File: config.mk
export PLATFORM = sky130hd
export DESIGN_NAME = uflash_arb
export DESIGN_NICKNAME = d
export VERILOG_FILES = /design/src/rtl/uflash_arb.sv
export SDC_FILE = /design/constraint.sdc
export NUM_CORES = 1
export LEC_CHECK = 0
export CORE_MARGIN = 1.5
export CORE_UTILIZATION = 45
export CTS_CLUSTER_SIZE = 28
export DETAILED_ROUTE_END_ITERATION = 12
export DONT_BUFFER_PORTS = 1
export PLACE_DENSITY = 0.7
export SYNTH_ARGS = -nofsm -noshare
export SYNTH_HDL_FRONTEND = slang
export SYNTH_SLANG_ARGS = --single-unit
export TNS_END_PERCENT = 30
File: constraint.sdc
create_clock -name clk -period 5.2 [get_ports clk]
set_clock_uncertainty 0.15 [all_clocks]
set_input_delay 0.52 -clock clk [delete_from_list [all_inputs] [get_ports clk]]
set_output_delay 0.52 -clock clk [all_outputs]
set_load 0.01 [all_outputs]
File: src/rtl/uflash_arb.sv
// Round-robin arbiter + page write-protect gate for the user flash; accepted access: f_sel 1 cycle after grant, ready 1 cycle after f_ready.
// Rejected access answers 1 cycle after grant with no flash cycle; requesters hold sel until their ready pulse.
module uflash_arb #(
  parameter logic [37:0] WP_PAGES = 38'h0,
  parameter logic        RR_INIT  = 1'b0
) (
  input  logic        clk,
  input  logic        reset_n,
  input  logic        m0_sel,
  input  logic [3:0]  m0_wstrb,
  input  logic [14:0] m0_addr,
  input  logic [31:0] m0_wdata,
  output logic        m0_ready,
  output logic [31:0] m0_rdata,
  input  logic        m1_sel,
  input  logic [3:0]  m1_wstrb,
  input  logic [14:0] m1_addr,
  input  logic [31:0] m1_wdata,
  output logic        m1_ready,
  output logic [31:0] m1_rdata,
  output logic        f_sel,
  output logic [3:0]  f_wstrb,
  output logic [14:0] f_addr,
  output logic [31:0] f_wdata,
  input  logic        f_ready,
  input  logic [31:0] f_rdata,
  output logic        err,
  output logic        err_src,
  output logic [5:0]  err_page,
  input  logic        err_clr,
  output logic [1:0]  gnt
);

  typedef enum logic [1:0] {IDLE, BUSY, RESP, GAP} state_t;

  state_t      state, state_nxt;
  logic        ptr;
  logic        own;
  logic [3:0]  req_wstrb;
  logic [14:0] req_addr;
  logic [31:0] req_wdata;

  logic        win;
  logic [3:0]  c_wstrb;
  logic [14:0] c_addr;
  logic [31:0] c_wdata;
  logic [5:0]  c_page;
  logic        c_wr;
  logic        c_ill;
  logic        c_wp;
  logic        reject;
  logic        grant;

  // Candidate request as seen on the grant edge; pages above 37 do not exist and are treated as protected.
  always_comb begin
    win     = (m0_sel && m1_sel) ? ptr : m1_sel;
    c_wstrb = win ? m1_wstrb : m0_wstrb;
    c_addr  = win ? m1_addr  : m0_addr;
    c_wdata = win ? m1_wdata : m0_wdata;
    c_page  = c_addr[14:9];
    c_wr    = (c_wstrb == 4'h1) || (c_wstrb == 4'hF);
    c_ill   = !c_wr && (c_wstrb != 4'h0);
    c_wp    = (c_page > 6'd37) ? 1'b1 : WP_PAGES[c_page];
    reject  = c_ill || (c_wr && c_wp);
    grant   = (state == IDLE) && (m0_sel || m1_sel);
  end

  always_comb begin
    state_nxt = state;
    case (state)
      IDLE: if (grant) state_nxt = reject ? RESP : BUSY;
      BUSY: if (f_ready) state_nxt = RESP;
      RESP: state_nxt = GAP;
      GAP:  state_nxt = IDLE;
      default: state_nxt = IDLE;
    endcase
  end

  always_comb begin
    f_sel    = (state == BUSY);
    f_wstrb  = f_sel ? req_wstrb : 4'h0;
    f_addr   = f_sel ? req_addr  : 15'h0;
    f_wdata  = f_sel ? req_wdata : 32'h0;
    m0_ready = (state == RESP) && !own;
    m1_ready = (state == RESP) && own;
    gnt      = 2'b00;
    if (state == BUSY || state == RESP) gnt = own ? 2'b10 : 2'b01;
  end

  always_ff @(posedge clk) begin
    if (!reset_n) begin
      state     <= IDLE;
      ptr       <= RR_INIT;
      own       <= 1'b0;
      req_wstrb <= 4'h0;
      req_addr  <= 15'h0;
      req_wdata <= 32'h0;
      m0_rdata  <= 32'h0;
      m1_rdata  <= 32'h0;
      err       <= 1'b0;
      err_src   <= 1'b0;
      err_page  <= 6'h0;
    end else begin
      state <= state_nxt;
      if (grant) begin
        own       <= win;
        req_wstrb <= c_wstrb;
        req_addr  <= c_addr;
        req_wdata <= c_wdata;
        if (m0_sel && m1_sel) ptr <= ~win;
        if (reject) begin
          if (win) m1_rdata <= 32'h0;
          else     m0_rdata <= 32'h0;
        end
      end
      if (state == BUSY && f_ready) begin
        if (own) m1_rdata <= f_rdata;
        else     m0_rdata <= f_rdata;
      end
      // A rejection landing together with err_clr starts a fresh capture.
      if (grant && reject && (!err || err_clr)) begin
        err      <= 1'b1;
        err_src  <= win;
        err_page <= c_page;
      end else if (err_clr) begin
        err      <= 1'b0;
        err_src  <= 1'b0;
        err_page <= 6'h0;
      end
    end
  end

endmodule

==> flow_summary.ini <==
[timing]
setup_violations = 0
fin_ws_ns = 2.29
slew_headroom = 0.154
hold_viol = 0
tightest_slew_ns = 1.27
rsz0062_at_grt = no
post-route-period-util = 0.560
fin_crit_ns = 2.91
slew_viol_final = 0
fin_setup_tns_ns = 0
max_freq_mhz = 344

[clocking]
cts_root_buf = clkbuf_16
clk_latency_ns = 0.41
clkSinkCount = 127
path_clk_slew_ns = 0.06
cts_resized = 0
clk_path_buf_depth = 2
post-cts-setup-buffers = 0
tritoncts = done
htree_levels = 4
numCtsBuffers = 17
cts_hold_buf = 0

[placement]
port_buffers = 0
dp.cells = 691
place.gp.congestion = 0.769
detailedPlace.worstSlack_ns = 2.24
place_area_mm2 = 0.00547
hpwl_um = 9800

[run]
drv_cap = 0

[global_routing]
grt_use_total = 0.209
antenna_found_initial = 0
grt_pass1_wl_um = 20900
grt_pass1_vias = 3972
grt_max_degree = 101
gr-total-overflow = 0

[floorplanning]
ioPinCount = 268
core_region_area_mm2 = 0.0120
die_area_mm2 = 0.0129
fp.dieH_um = 114
fp-row-count = 40
die_x_um = 114
start_util = 0.460

[yosys]
synth_area_mm2 = 0.00550
yosys.area.top_type = dfxtp_1
syn_area_per_cell_um2 = 9.33
ys_warn_count = 0
synth-seq-cells = 127
synth_area_leaders = dfxtp_1 (46%), a311oi_1 (7.2%), a22oi_2 (6.8%)
syn_nets = 733
seq_area_frac_synth = 0.463
netlist.area_leader.share = 0.463
netlist_instances = 589
synth_cell_types = 44

[layout]
syn_to_final_growth_pct = 10.8
layout_commonest_cell = dfxtp_1
drive_gt1_frac = 0.188
final_cell_mix = dfxtp_1 (127), nand2_1 (98), nor2_1 (58), and2_1 (54), a311oi_1 (45)
antenna_cells = 0
final_cells = 723
fin_area_mm2 = 0.00609
fin_nets = 707
final.fill_count = 1100

[status]
status = completed

[detailed_routing]
vias = 4249
drc = 0
ant_nets = 0
vias_per_cell = 5.88
totalWireLength_um = 13800
dr.pass1.iters = 4
routedWlPerCell_um = 19.0
drt_iter0_markers = 296

[setup_path]
cp.depth = 5
r2r_cells = 5
arrival_ns = 3.10
timing.critical_path.buf_inv = 1
cp_top_family = simple AND/OR/NAND/NOR gates
max_stage_delay_ns = 0.98
path_cells = inv_1 > ha_2 > nand3_1 > nor2_2 > a22o_1
end_kind = flip-flop
slowest_stage = nor2_2
critPathKind = flip-flop to flip-flop
cp.required_ns = 5.39
crit_path_start_kind = flip-flop
path_max_fanout = 55

[min_path]
hp-class = input port to flip-flop
min_delay_path_depth = 1

[pwr]
power_leakage_uw = 0.00228
p_per_area_mw_per_mm2 = 557
peakVddDrop_uv = 314
[power by group]
group / switching [µW] / leakage (µW) / internal [µW]
Sequential: 132 / 0.00104 / 1180
Clock: 431 / 0.000299 / 794
Combinational: 558 / 0.000939 / 300
Total: 1120 / 0.00228 / 2270
[kinds of logic (layout without fill, tap and decap cells)]
logic type / after synthesis / in the layout / synth area share
simple gates: 257 / 257 / 0.220
compound gates: 139 / 139 / 0.242
flops: 127 / 127 / 0.463
buf+inv: 55 / 42 / 0.0535
mux: 6 / 6 / 0.0109
fa+ha+maj: 4 / 4 / 0.00911
xor+xnor: 1 / 1 / 0.00159
[synth_stat cells]
| cell type | n |
|---|---|
| clkbuf_1 | 30 |
| and3_1 | 1 |
| ha_1 | 4 |
| o211a_1 | 1 |
| a22oi_1 | 3 |
| buf_12 | 3 |
| a21oi_1 | 2 |
| nand4b_1 | 1 |
| a211oi_1 | 7 |
| o2bb2ai_1 | 7 |
| buf_6 | 3 |
| a22o_1 | 32 |
| nand2_1 | 98 |
| nand3_1 | 3 |
| nor3_1 | 2 |
| and4_1 | 1 |
| o21ai_0 | 1 |
| a22oi_2 | 30 |
| o21ai_2 | 1 |
| o21a_1 | 1 |
| mux2i_1 | 6 |
| o22ai_1 | 1 |
| nor2_1 | 60 |
| o32a_4 | 1 |
| xor2_1 | 1 |
| dfxtp_1 | 127 |
| buf_2 | 10 |
| nor2b_1 | 3 |
| buf_1 | 2 |
| a211o_2 | 1 |
| or3_1 | 2 |
| a31oi_1 | 1 |
| o211ai_1 | 1 |
| inv_1 | 5 |
| buf_4 | 1 |
| a32oi_2 | 1 |
| and2_1 | 54 |
| o211ai_2 | 1 |
| a311oi_1 | 45 |
| o2111ai_1 | 1 |
| o2111a_2 | 1 |
| nand4_1 | 1 |
| nor2_2 | 31 |
| clkinv_1 | 1 |
[layer usage]
layer / global-route usage / wire, µm / vias to the layer above
met1: 0.239 / 5570 / 1981
met4: 0.0767 / 123 / 0
met3: 0.103 / 1410 / 14
met2: 0.337 / 6640 / 212
li1: - / - / 2042
met5: 0 / 0 / -
[worst paths after layout]
kind	from	endpoint	slack (ns)
min reg2reg	req_addr[0]	req_addr[0]	0.34
max reg2reg	state[1]	m1_rdata[23]	2.29
min	f_rdata[5]	m1_rdata[5]	0.09
max	state[1]	m1_rdata[23]	2.29
[worst reg2reg max path: cells and delay by family (launching register included)]
family                   cells  cell delay (ns)
AO/OA/AOI/OAI                1             0.31
adder cells (fa/ha/maj)      1             0.75
buffers and inverters        1             0.10
flip-flops                   1             0.32
AND/OR/NAND/NOR              2             1.22
[through the flow]
stage	power [µW]	hold slack (ns)	utilization
after floorplan	2080	0.309	-
after global placement	2170	0.319	0.457
after detailed placement	2200	0.336	0.457
after CTS	3440	0.0683	0.509
after global routing	3620	0.0642	0.509
final	3400	0.0876	0.509
[registers in the layout, summed over array words and instances (netlist names)]
signal and count:
err 1, m1_rdata 32, req_wdata 32, state 2, err_src 1, m0_rdata 32, req_addr 15, ptr 1
err_page 6, own 1, req_wstrb 4
[layout make-up]
| cell class | count | area, µm² | area share |
|---|---|---|---|
| Multi-Input combinational cell | 407 | 2690 | 0.441 |
| Sequential cell | 127 | 2540 | 0.417 |
| Clock buffer | 20 | 467 | 0.0766 |
| Tap cell | 147 | 184 | 0.0302 |
| Clock inverter | 12 | 158 | 0.0259 |
| Timing Repair Buffer | 4 | 30.0 | 0.00493 |
| Inverter | 6 | 23.8 | 0.00390 |
Power figures use the tool's default switching activity.
